[src/rtl/exp_result_serializer.sv]
// exp_result_serializer
//   Buffers full-width results from the exponent pipeline in a small FIFO and
//   drains each one as BEATS narrow beats, LSB first, over a valid/ready
//   master port. The producer cannot be stalled; results that arrive while
//   the FIFO is full and no pop happens are dropped and flagged.
//
//   Handshake: a beat transfers on a rising clk edge where m_valid && m_ready.
//   Once m_valid is high it stays high, and m_data/m_last stay stable, until
//   that beat transfers.
//
//   Optional build macro: EXP_SER_CNT_EN adds o_result_cnt, a wrapping count
//   of completed (last-beat) transfers.
module exp_result_serializer #(
    parameter int DEPTH = 8,
    parameter int W_IN  = 64,
    parameter int W_OUT = 16
) (
    input  logic                     clk,
    input  logic                     rst_n,
    input  logic                     i_valid,
    input  logic [W_IN-1:0]          i_data,
    output logic                     m_valid,
    input  logic                     m_ready,
    output logic [W_OUT-1:0]         m_data,
    output logic                     m_last,
    output logic [$clog2(DEPTH):0]   o_level,
`ifdef EXP_SER_CNT_EN
    output logic [15:0]              o_result_cnt,
`endif
    output logic                     o_full,
    output logic                     o_empty,
    output logic                     o_overflow
);

    localparam int BEATS = W_IN / W_OUT;
    localparam int AW    = $clog2(DEPTH);
    localparam int LW    = AW + 1;
    localparam int BW    = (BEATS > 1) ? $clog2(BEATS) : 1;

    typedef enum logic {
        IDLE = 1'b0,
        SEND = 1'b1
    } state_t;

    state_t            state, next_state;
    logic [W_IN-1:0]   mem [DEPTH];
    logic [AW-1:0]     wr_ptr, rd_ptr;
    logic [LW-1:0]     level;
    logic [W_IN-1:0]   shifter;
    logic [BW-1:0]     beat;
    logic              last_beat;
    logic              push, pop;

    assign o_level   = level;
    assign o_full    = (level == LW'(DEPTH));
    assign o_empty   = (level == '0);
    assign last_beat = (beat == BW'(BEATS - 1));

    // A pop frees a slot in the same cycle, so a push into a full FIFO is
    // accepted when it coincides with a pop.
    assign push = i_valid && (!o_full || pop);

    // Next-state, pop decision and beat outputs.
    always_comb begin
        next_state = state;
        pop        = 1'b0;
        m_valid    = 1'b0;
        m_data     = '0;
        m_last     = 1'b0;
        case (state)
            IDLE: begin
                if (!o_empty) begin
                    pop        = 1'b1;
                    next_state = SEND;
                end
            end
            SEND: begin
                m_valid = 1'b1;
                m_data  = shifter[W_OUT-1:0];
                m_last  = last_beat;
                if (m_ready && last_beat) begin
                    // Back-to-back results: reload the shifter without a bubble.
                    if (!o_empty) begin
                        pop = 1'b1;
                    end else begin
                        next_state = IDLE;
                    end
                end
            end
            default: next_state = IDLE;
        endcase
    end

    // State register.
    always_ff @(posedge clk or negedge rst_n) begin
        if (!rst_n) begin
            state <= IDLE;
        end else begin
            state <= next_state;
        end
    end

    // FIFO storage; contents need no reset because level gates every read.
    always_ff @(posedge clk) begin
        if (push) begin
            mem[wr_ptr] <= i_data;
        end
    end

    // FIFO pointers (wrap naturally at DEPTH) and occupancy.
    always_ff @(posedge clk or negedge rst_n) begin
        if (!rst_n) begin
            wr_ptr <= '0;
            rd_ptr <= '0;
            level  <= '0;
        end else begin
            if (push) wr_ptr <= wr_ptr + AW'(1);
            if (pop)  rd_ptr <= rd_ptr + AW'(1);
            case ({push, pop})
                2'b10:   level <= level + LW'(1);
                2'b01:   level <= level - LW'(1);
                default: level <= level;
            endcase
        end
    end

    // Output shifter: load on pop, shift right one beat per non-final handshake.
    always_ff @(posedge clk or negedge rst_n) begin
        if (!rst_n) begin
            shifter <= '0;
            beat    <= '0;
        end else if (pop) begin
            shifter <= mem[rd_ptr];
            beat    <= '0;
        end else if (state == SEND && m_ready && !last_beat) begin
            shifter <= shifter >> W_OUT;
            beat    <= beat + BW'(1);
        end
    end

    // Sticky drop flag: set when a result arrives with nowhere to go.
    always_ff @(posedge clk or negedge rst_n) begin
        if (!rst_n) begin
            o_overflow <= 1'b0;
        end else if (i_valid && o_full && !pop) begin
            o_overflow <= 1'b1;
        end
    end

`ifdef EXP_SER_CNT_EN
    // Completed-result counter, wraps at 16 bits.
    always_ff @(posedge clk or negedge rst_n) begin
        if (!rst_n) begin
            o_result_cnt <= '0;
        end else if (m_valid && m_ready && m_last) begin
            o_result_cnt <= o_result_cnt + 16'd1;
        end
    end
`endif

endmodule

[config.mk]
export PLATFORM = sky130hd
export DESIGN_NAME = exp_result_serializer
export DESIGN_NICKNAME = d
export VERILOG_FILES = /design/src/rtl/exp_result_serializer.sv
export SDC_FILE = /design/constraint.sdc
export NUM_CORES = 1
export LEC_CHECK = 0
export CORE_MARGIN = 2
export CORE_UTILIZATION = 40
export CTS_BUF_LIST = sky130_fd_sc_hd__clkbuf_8
export DETAILED_ROUTE_END_ITERATION = 7
export DONT_BUFFER_PORTS = 1
export PLACE_DENSITY_LB_ADDON = 0.08
export REMOVE_ABC_BUFFERS = 1
export SLEW_MARGIN = 10
export SYNTH_ARGS = -nofsm -noshare
export SYNTH_HDL_FRONTEND = slang
export SYNTH_SLANG_ARGS = --single-unit
[constraint.sdc]
create_clock -name clk -period 7.1 [get_ports clk]
set_input_delay 0.355 -clock clk [delete_from_list [all_inputs] [get_ports clk]]
set_output_delay 0.355 -clock clk [all_outputs]
set_load 0.05 [all_outputs]
# Word-level counts from Yosys, hierarchy flattened
# Memories as Yosys holds them, arrays and structs flattened.
# Index checks and enable logic that the tools add are counted.
# W data, S select, Z words.
[totals]
reg_bits = 78
ram_bits = 512
inputBits = 68
out_inout_bits = 25
wordCells = 46
memories = 1
[mem_list]
columns = ["name", "words", "width", "read_ports", "rd_ports_with_merged_regs", "write_ports", "line_no", "text"]
rows = [
  ["mem", 8, 64, 1, 0, 1, "46", "logic [W_IN-1:0] mem [DEPTH];"],
]
[classes]
n_addsub = 5
n_eq_ne = 4
n_mux = 15
n_bitwise = 1
n_reduce_logical = 13
[op_table]
columns = ["op", "n"]
rows = [
  ["$mux W64", 2],
  ["$mux W16", 1],
  ["$pmux W4 S2", 1],
  ["$mux W1", 7],
  ["$add A3 B1 Y3 const B", 2],
  ["$logic_and A1 B1 Y1", 6],
  ["$add A4 B1 Y4 const B", 1],
  ["$eq A2 B2 Y1 const B", 2],
  ["$eq A4 B4 Y1 const B", 1],
  ["$logic_not A4 Y1", 1],
  ["$mux W2", 2],
  ["$pmux W1 S2", 2],
  ["$reduce_bool A2 Y1", 2],
  ["$sub A4 B1 Y4 const B", 1],
  ["$logic_not A1 Y1", 3],
  ["$add A2 B1 Y2 const B", 1],
  ["$eq A2 B1 Y1 const B", 1],
  ["$logic_or A1 B1 Y1", 1],
  ["$not A1 Y1", 1],
]

# Depth between registers and ports, before layout
# Gate-level depths: netlist of the first run.
[depth]
ltp_word = 8
depth_mapped = 12
ltp_nobuf = 10

# Worst setup path after synthesis of the first run
# No wires, ideal clock.
[synth_path]
path_type = "register to register"
from = "register level[0], in the netlist o_level[0]"
to = "memory mem[0][0], enable pin"
arrival_time_ns = 7.554
t_required_ns = 6.456
setup_slack_ns = -1.098
path_stages_with_launch = 5
period_less_slack_ns = 8.198
cell_sequence = "dfrtp_1 nor4b_2 a21bo_2 clkbuf_1 nor4_1"
[synth_between]
elab_cells_between_ends = 10
cone_classes = "eq/ne: 1; mux: 5; reduce/logical: 4"
[synth_lines]
columns = ["item", "line_no", "text"]
rows = [
  ["start: declaration", "48", "logic [LW-1:0] level;"],
  ["start signal: assignment", "120", "2'b10: level <= level + LW'(1);"],
  ["start signal: assignment", "121", "2'b01: level <= level - LW'(1);"],
  ["start signal: assignment", "122", "default: level <= level;"],
  ["$eq A4 B4 Y1", "55", "assign o_full = (level == LW'(DEPTH));"],
  ["via o_full", "30", "output logic o_full,"],
  ["$logic_not A1 Y1", "61", "assign push = i_valid && (!o_full || pop);"],
  ["$logic_or A1 B1 Y1", "61", ""],
  ["$logic_and A1 B1 Y1", "61", ""],
  ["$mux W1", "105", "if (push) begin"],
  ["$mux W1 (not written as such)", "106", "mem[wr_ptr] <= i_data;"],
  ["end: declaration", "46", ""],
]
# The timed path passes the listed nets, and every way through them passes these cells.

# Worst setup path after layout of the first run
[layout_path]
from = "register level[1], in the netlist o_level[1]"
to = "memory mem[7][43], enable pin"
# The elaborated chain is that of the path after synthesis.

==> impl_metrics.ini, run 1 <==
[run_status]
status = finished, final reports clean

[global_routing]
grtUsageTotal_pct = 17.4
grt.busiest_layer = met2
grt_util_met1_pct = 23.7
grtUsageMet2_pct = 28.1
antenna_found_initial = 4
grt_max_degree = 112
grt_pass1_vias = 11700
use_met3_pct = 3.84
gr-total-overflow = 0
grt_pass1_wl_mm = 75.8

[final_layout]
nNetsFinal = 1288
area_growth_pct = 15.5
drive_above_1_share_pct = 23.1
seq_area_mm2 = 0.0173
multiInputGateArea_mm2 = 0.00513
n_fill_cell = 4819
final_common_cell = edfxtp_1
layout_common_cells = 512 x edfxtp_1, 128 x mux4_2, 114 x clkbuf_8, 74 x dfrtp_1, 67 x dlygate4sd3_1

[setup_path]
r2r_end = mem[7][43]
crit_chain = nor4b_2 -> buf_4 -> a21boi_1 -> nand2_1 -> nor2_4 -> buf_4
crit_fanout = 36
start_kind = flop
r2r-start = o_level[1]
critPathKind = flop to flop
critical_path.endpoint_type = flop
required_ns = 7.38
reg2regPathDepth = 6
rrSetupSlack_ns = 3.20
critPathSlowestCell = nor2_4
cp_common_cell = buf_4
arrival_ns = 4.18
cp_slowest_stage_delay_ns = 0.93

[timing]
max_freq_mhz = 257
finalCritPeriodShare_pct = 54.9
setup_viol = 0
fin_skew_ns = 0.0440
relSlewSlack_pct = 23.3
layout_setup_ws_ns = 3.20
rsz0062_at_grt = false
final_max_slew_viol_count = 0
worstMarginPinSlew_ns = 1.15
hold_viol_final = 0
layout_min_cycle_time_ns = 3.90
holdWs_ns = 0.135

[power_and_ir_drop]
pwr_density_cell_mw_per_mm2 = 395
vdd_drop_max_uv = 250
p_leak_nw = 8.92

[job]
maxCapViolCount = 0

[detailed_routing]
vias_per_cell = 5.27
num_vias = 10900
wl_per_cell_um = 24.2
initialDrtViolationCount = 599
drcViolationCount = 0
dr.pass1.iters = 5
ant_nets = 0
drt_wl_total_mm = 49.8

[yosys]
ys_warn_count = 0
syn-cell-area_mm2 = 0.0227
ys_ff_latch = 590
synthDistinctLibCells = 37
syn_area_per_cell_um2 = 20.9
seq_area_frac_synth_pct = 76.2
synthCells = 1089

[clocking]
htreeDepth = 3
numCtsBuffers = 101
postCtsResizedCells = 0
clk_pin_slew_ns = 0.06
clock_latency_ns = 0.67
clk_path_buf_depth = 3
postCtsSetupRepairBufs = 0
hold_buffers = 68
clkSinkCount = 590
root_buffer = clkbuf_8
cts_tree = done

[floorplan]
initial_utilization_pct = 40.4
num_rows = 87
ios = 93
die-area_mm2 = 0.0587
core_mm2 = 0.0563
die_h_um = 242
fp.dieW_um = 242

[worst_hold_path]
hold_start = i_valid
hold_depth = 4
whs_endpoint = o_level[2]
min_path_type = input port to flop

[placement]
globalplace.congestion = 0.687
place_ws_ns = 3.15
numPortBuffers = 0
hpwl_mm = 25.3
[cell families after synthesis]
family,after synthesis,synth area share (%)
compound gates,120,3.62
xor+xnor,8,0.308
fa+ha+maj,4,0.220
buf+inv,67,1.45
flops,590,76.2
mux,180,15.0
simple gates,120,3.18
[stage by stage]
stage          power, mW  util [%]  TNS [ns]  area [µm²]  cells
6_report            10.4      46.6         0       26200   2060
5_1_grt             11.0      46.6         0       26200   2058
4_1_cts             10.6      46.6         0       26200   2056
3_5_place_dp        7.57      42.0         0       23600   1801
3_3_place_gp        7.56      42.0         0       23600   1801
2_1_floorplan       7.02         -    -65.48       22400   1022
[power breakdown]
| part | leakage, nW | total (mW) | internal, mW | switching, mW |
|---|---|---|---|---|
| logic | 2.17 | 2.64 | 1.15 | 1.48 |
| clock network | 1.12 | 2.88 | 1.53 | 1.34 |
| registers | 5.63 | 4.84 | 4.42 | 0.418 |
[synth_stat cells (all sizes together)]
library cell,n,share of area (%)
edfxtp,512,68
mux4,128,13
dfrtp,78,8.6
mux2i,52,2.3
a21oi,49,1.1
a211oi,48,1.6
nor2b,48,1.3
buf,45,1.1
clkbuf,22,0.36
and2,18,0.51
a221o,16,0.70
and3,16,0.44
nand2,12,0.20
nor2,9,0.17
nor3,5,0.11
xnor2,5,0.19
ha,4,0.22
nand2b,3,0.083
xor2,3,0.12
a21bo,2,0.088
a21boi,2,0.066
nand3,2,0.044
nor4,2,0.12
a31o,1,0.039
a31oi,1,0.028
nand3b,1,0.033
nand4,1,0.028
nor4b,1,0.066
o211ai,1,0.033
or3,1,0.028
or4,1,0.033
[area by class of cell]
type	instances	share of cell area, %
tap	756	3.60
clock buffer	114	5.98
timing repair buffer	91	3.41
multi-input combinational	432	19.5
antenna	4	0.0381
sequential	590	66.1
clock inverter	73	1.35
[sequential cells by signal (all words and copies together) (netlist names)]
register	flops
rd_ptr	3
state	1
beat	2
mem	512
shifter	64
o_level	4
o_overflow	1
wr_ptr	3
[worst max-delay path, delay by kind of cell, from the launching register on]
kind                   cells  cell delay [ns]
flip-flops                 1             0.84
buffers and inverters      2             0.92
AO/OA/AOI/OAI              1             0.39
AND/OR/NAND/NOR            3             1.36
[metal layers]
layer | vias to the layer above | share of wire (%)
met5 | - | 0.048
met4 | 4 | 1.7
met3 | 73 | 4.2
met2 | 196 | 49
met1 | 5796 | 45
li1 | 4781 | -
[how the worst max path moves through the flow]
stage | start | to | slack, ns
4_1_cts | o_level[1] | mem[7][43] | 3.16
2_1_floorplan | o_level[1] | mem[0][0] | -1.02
3_3_place_gp | o_level[1] | mem[7][17] | 3.13
6_report | o_level[1] | mem[7][43] | 3.20
3_5_place_dp | o_level[1] | mem[7][25] | 3.15
5_1_grt | o_level[1] | mem[7][25] | 2.96
No activity file was read; power rests on OpenSTA's default activity.
==> inputs of run 2 (changes only) <==
Clock period 7.1 ns to 3.2 ns, I/O delays scaled along.
==> impl_metrics.ini, run 2 (synthesis gave the netlist of run 1 again) <==
[run_status]
status = finished, final reports clean

[global_routing]
gr-total-overflow = 0
grt_max_degree = 79
grt_pass1_wl_mm = 76.0
grtUsageTotal_pct = 17.3
antenna_found_initial = 6
grt_pass1_vias = 11900

[detailed_routing]
wl_per_cell_um = 23.9
vias_per_cell = 5.25
ant_nets = 0
drcViolationCount = 0
num_vias = 10900
drt_wl_total_mm = 49.7
initialDrtViolationCount = 532
dr.pass1.iters = 5

[final_layout]
drive_above_1_share_pct = 24.7
final_common_cell = edfxtp_1
nNetsFinal = 1308
n_fill_cell = 4768
fin_util_pct = 47.3
largest_reg_flops = 512
area_growth_pct = 17.1
regMostFlops = mem
layout_common_cells = 512 x edfxtp_1, 128 x mux4_2, 113 x clkbuf_8, 74 x dfrtp_1, 68 x dlygate4sd3_1

[placement]
numPortBuffers = 0
hpwl_mm = 26.0
globalplace.congestion = 0.673
place_ws_ns = 0.635

[job]
maxCapViolCount = 0

[floorplan]
fp.dieW_um = 242
num_rows = 87
initial_utilization_pct = 40.4
ios = 93
die-area_mm2 = 0.0587
core_mm2 = 0.0563
die_h_um = 242

[timing]
relSlewSlack_pct = 57.3
layout_min_cycle_time_ns = 2.79
finalCritPeriodShare_pct = 87.1
max_freq_mhz = 359
fin_skew_ns = 0.0381
worstMarginPinSlew_ns = 0.640
final_max_slew_viol_count = 0
setup_viol = 0
layout_setup_ws_ns = 0.414
hold_viol_final = 0
rsz0062_at_grt = false

[clocking]
clkSinkCount = 590
postCtsResizedCells = 0
clk_pin_slew_ns = 0.06
root_buffer = clkbuf_8
cts_tree = done
postCtsSetupRepairBufs = 0
numCtsBuffers = 101
htreeDepth = 3
clock_latency_ns = 0.68
clk_path_buf_depth = 3

[setup_path]
arrival_ns = 3.32
cp_slowest_stage_delay_ns = 0.62
start_kind = flop
critical_path.endpoint_type = flop
required_ns = 3.73
crit_fanout = 12
critPathBufInv = 1
crit_chain = nor4_4 -> nand2b_4 -> nor2_1 -> xor2_1 -> ha_1 -> mux2i_1 -> o211ai_1 -> dlygate4sd3_1
critPathKind = flop to flop
crit_family = simple AND/OR/NAND/NOR gates
critPathSlowestCell = dfrtp_1
rrSetupSlack_ns = 0.41

[power_and_ir_drop]
pwr_density_cell_mw_per_mm2 = 876
vdd_drop_max_uv = 538
p_leak_nw = 9.08

[worst_hold_path]
min_path_type = input port to asynchronous set/reset pin
[run 2: cell count changes in the layout (fill, tap and decap cells not counted), moves of 4 or more]
cell,delta
buf_4,+4
inv_1,-5
clkinv_2,+7
buf_12,+15
[run 2: power breakdown]
part | switching [mW] | total (mW) | internal (mW)
clock | 3.02 | 6.50 | 3.48
combinational | 3.49 | 6.29 | 2.80
sequential | 0.731 | 10.5 | 9.80
[run 2: worst reg2reg max path, delay by kind of cell (launching register included)]
family / cells / cell delay (ns)
AND/OR/NAND/NOR: 3 / 0.77
flip-flops: 1 / 0.62
multiplexers: 1 / 0.16
AO/OA/AOI/OAI: 1 / 0.09
buffers and inverters: 1 / 0.56
XOR/XNOR: 1 / 0.15
adder cells (fa/ha/maj): 1 / 0.31
[run 2: path summary, 6_finish.rpt]
check,from,to,depth (start not counted)
min,rst_n,shifter[48],2
min reg2reg,o_level[2],o_level[2],1
max,o_level[3],o_level[1],8
max reg2reg,o_level[3],o_level[1],8
max in group asynchronous,rst_n,rd_ptr[2],2
min in group clk,m_ready,shifter[39],4
[run 2: routing by layer]
layer  routed length (µm)  GRT usage (%)  vias up
met5                   37              0        -
met4                  861           4.52        6
met3                 2150           4.24       77
met2                24400           28.4      201
met1                22200           23.3     5842
li1                     -              -     4808
[run 2: layout make-up]
class / instances / area [µm²] / share of cell area (%)
Sequential cell: 590 / 17300 / 65.1
Clock inverter: 76 / 405 / 1.52
Antenna cell: 3 / 7.51 / 0.0282
Timing Repair Buffer: 111 / 1240 / 4.64
Clock buffer: 113 / 1560 / 5.84
Multi-Input combinational cell: 432 / 5130 / 19.3
Tap cell: 756 / 946 / 3.55
[run 2: per-stage QoR]
stage,instances,power (mW),hold slack (ns),TNS (ns),area (µm²)
after floorplan,1022,15.3,-0.136,-1601.25,22400
after global placement,1820,16.9,-0.132,0,23900
after detailed placement,1820,17.0,-0.132,0,23900
after CTS,2078,23.8,0.127,0,26600
after global routing,2080,24.6,0.166,0,26600
final,2081,23.3,0.178,0,26600
[run 2: repair_timing]
action	CTS	global route
endpoints found under the setup margin	0	0
hold buffers	69	0
endpoints found under the hold margin	604	0
==> inputs of run 3 (changes only) <==
Settings changed: CORE_UTILIZATION 40 to 30.
==> impl_metrics.ini, run 3 (synthesis gave the netlist of run 1 again) <==
[run_status]
status = finished, final reports clean

[setup_path]
critPathSlowestCell = dlygate4sd3_1
critPathKind = flop to flop
arrival_ns = 3.27
crit_fanout = 60
required_ns = 3.81
cp_common_cell = buf_4
critPathBufInv = 3
crit_chain = buf_4 -> a21bo_2 -> nand2b_4 -> buf_4 -> nand3_1 -> o211ai_1 -> dlygate4sd3_1
critical_path.endpoint_type = flop
r2r_end = o_level[1]
rrSetupSlack_ns = 0.54
reg2regPathDepth = 7
start_kind = flop
crit_family = buffers and inverters
r2r-start = state
cp_slowest_stage_delay_ns = 0.56

[final_layout]
nNetsFinal = 1316
final_area_mm2 = 0.0269
regMostFlops = mem
final_common_cell = edfxtp_1
n_fill_cell = 6928
drive_above_1_share_pct = 24.1
largest_reg_flops = 512
multiInputGateArea_mm2 = 0.00513
seq_area_mm2 = 0.0173
fin_util_pct = 36.0
layout_common_cells = 512 x edfxtp_1, 128 x mux4_2, 114 x clkbuf_8, 74 x dfrtp_1, 68 x dlygate4sd3_1
area_growth_pct = 18.4

[timing]
holdWs_ns = 0.152
finalCritPeriodShare_pct = 83.3
setup_viol = 0
rsz0062_at_grt = false
worstMarginPinSlew_ns = 0.749
layout_min_cycle_time_ns = 2.66
hold_viol_final = 0
final_max_slew_viol_count = 0
max_freq_mhz = 375
tns_ns = 0
relSlewSlack_pct = 50.1
fin_skew_ns = 0.0233

[detailed_routing]
ant_nets = 0
dr.pass1.iters = 4
drt_wl_total_mm = 54.5
initialDrtViolationCount = 561
vias_per_cell = 4.80
num_vias = 11000
drcViolationCount = 0
wl_per_cell_um = 23.7

[global_routing]
gr-total-overflow = 0
grt_pass1_vias = 12300
antenna_found_initial = 7
grtUsageTotal_pct = 14.4
grt_max_degree = 79
grt_pass1_wl_mm = 82.1

[clocking]
postCtsResizedCells = 0
numCtsBuffers = 105
clock_latency_ns = 0.67
clkSinkCount = 590
clk_pin_slew_ns = 0.06
cts_tree = done
htreeDepth = 3
clk_path_buf_depth = 3
root_buffer = clkbuf_8

[placement]
hpwl_mm = 27.9
globalplace.congestion = 0.655
numPortBuffers = 0
placed_cell_area_mm2 = 0.0243

[floorplan]
die-area_mm2 = 0.0780
fp.dieW_um = 279
num_rows = 100
initial_utilization_pct = 30.4
ios = 93
core_mm2 = 0.0747
die_h_um = 279

[power_and_ir_drop]
pwr_density_cell_mw_per_mm2 = 870
vdd_drop_max_uv = 312
p_leak_nw = 9.15

[worst_hold_path]
min_path_type = input port to asynchronous set/reset pin

[job]
maxCapViolCount = 0
run 3: changes by cell type in the layout (fill, tap and decap cells not counted), moves of 2 or more:
cell,before,now
clkinv_2,16,5
inv_1,30,54
clkinvlp_4,1,4
bufinv_16,3,1
clkinv_1,24,14
buf_12,17,20
run 3: worst reg2reg max path, delay by kind of cell, from the launching register on:
| kind | cells | cell delay [ns] |
|---|---|---|
| AND/OR/NAND/NOR | 2 | 0.25 |
| buffers and inverters | 3 | 1.56 |
| AO/OA/AOI/OAI | 2 | 0.44 |
| flip-flops | 1 | 0.35 |
run 3: per-stage QoR:
| stage | std cells | total power [mW] | setup slack, ns |
|---|---|---|---|
| global route | 2299 | 24.8 | 0.306 |
| floorplan | 1022 | 15.3 | -4.92 |
| global placement | 2037 | 17.2 | 0.656 |
| CTS | 2298 | 24.0 | 0.370 |
| detailed placement | 2037 | 17.3 | 0.682 |
| finish | 2300 | 23.4 | 0.536 |
run 3: layout make-up:
| class | count | share of cell area [%] |
|---|---|---|
| tap | 969 | 4.51 |
| sequential | 590 | 64.5 |
| multi-input combinational | 432 | 19.1 |
| timing repair buffer | 115 | 4.85 |
| antenna | 2 | 0.0186 |
| clock buffer | 114 | 5.83 |
| clock inverter | 78 | 1.27 |
run 3: worst max-delay path by stage:
stage	startpoint	cells past startpoint	slack [ns]	endpoint
4_1_cts	state	7	0.37	o_level[1]
2_1_floorplan	o_level[1]	3	-4.92	mem[0][0]
3_5_place_dp	o_level[3]	6	0.68	mem[1][22]
6_report	state	7	0.54	o_level[1]
3_3_place_gp	state	10	0.66	o_level[2]
5_1_grt	state	7	0.31	o_level[1]
run 3: routing by layer:
metal  global-route usage (%)  routed length (µm)
met4                     4.43                1050
met5                        0                  64
met2                     23.4               26000
met1                     19.2               24600
met3                     3.21                2770
run 3: what timing repair did:
action | 4_1_cts | 5_1_grt
buffers inserted | 0 | 0
hold buffers | 69 | 0
endpoints found under the hold margin | 602 | 0
run 3: report_power, final:
| part | internal [mW] | switching (mW) | total [mW] | leakage [nW] |
|---|---|---|---|---|
| combinational | 2.87 | 3.65 | 6.52 | 2.35 |
| sequential | 9.81 | 0.722 | 10.5 | 5.63 |
| clock | 3.33 | 3.02 | 6.34 | 1.16 |
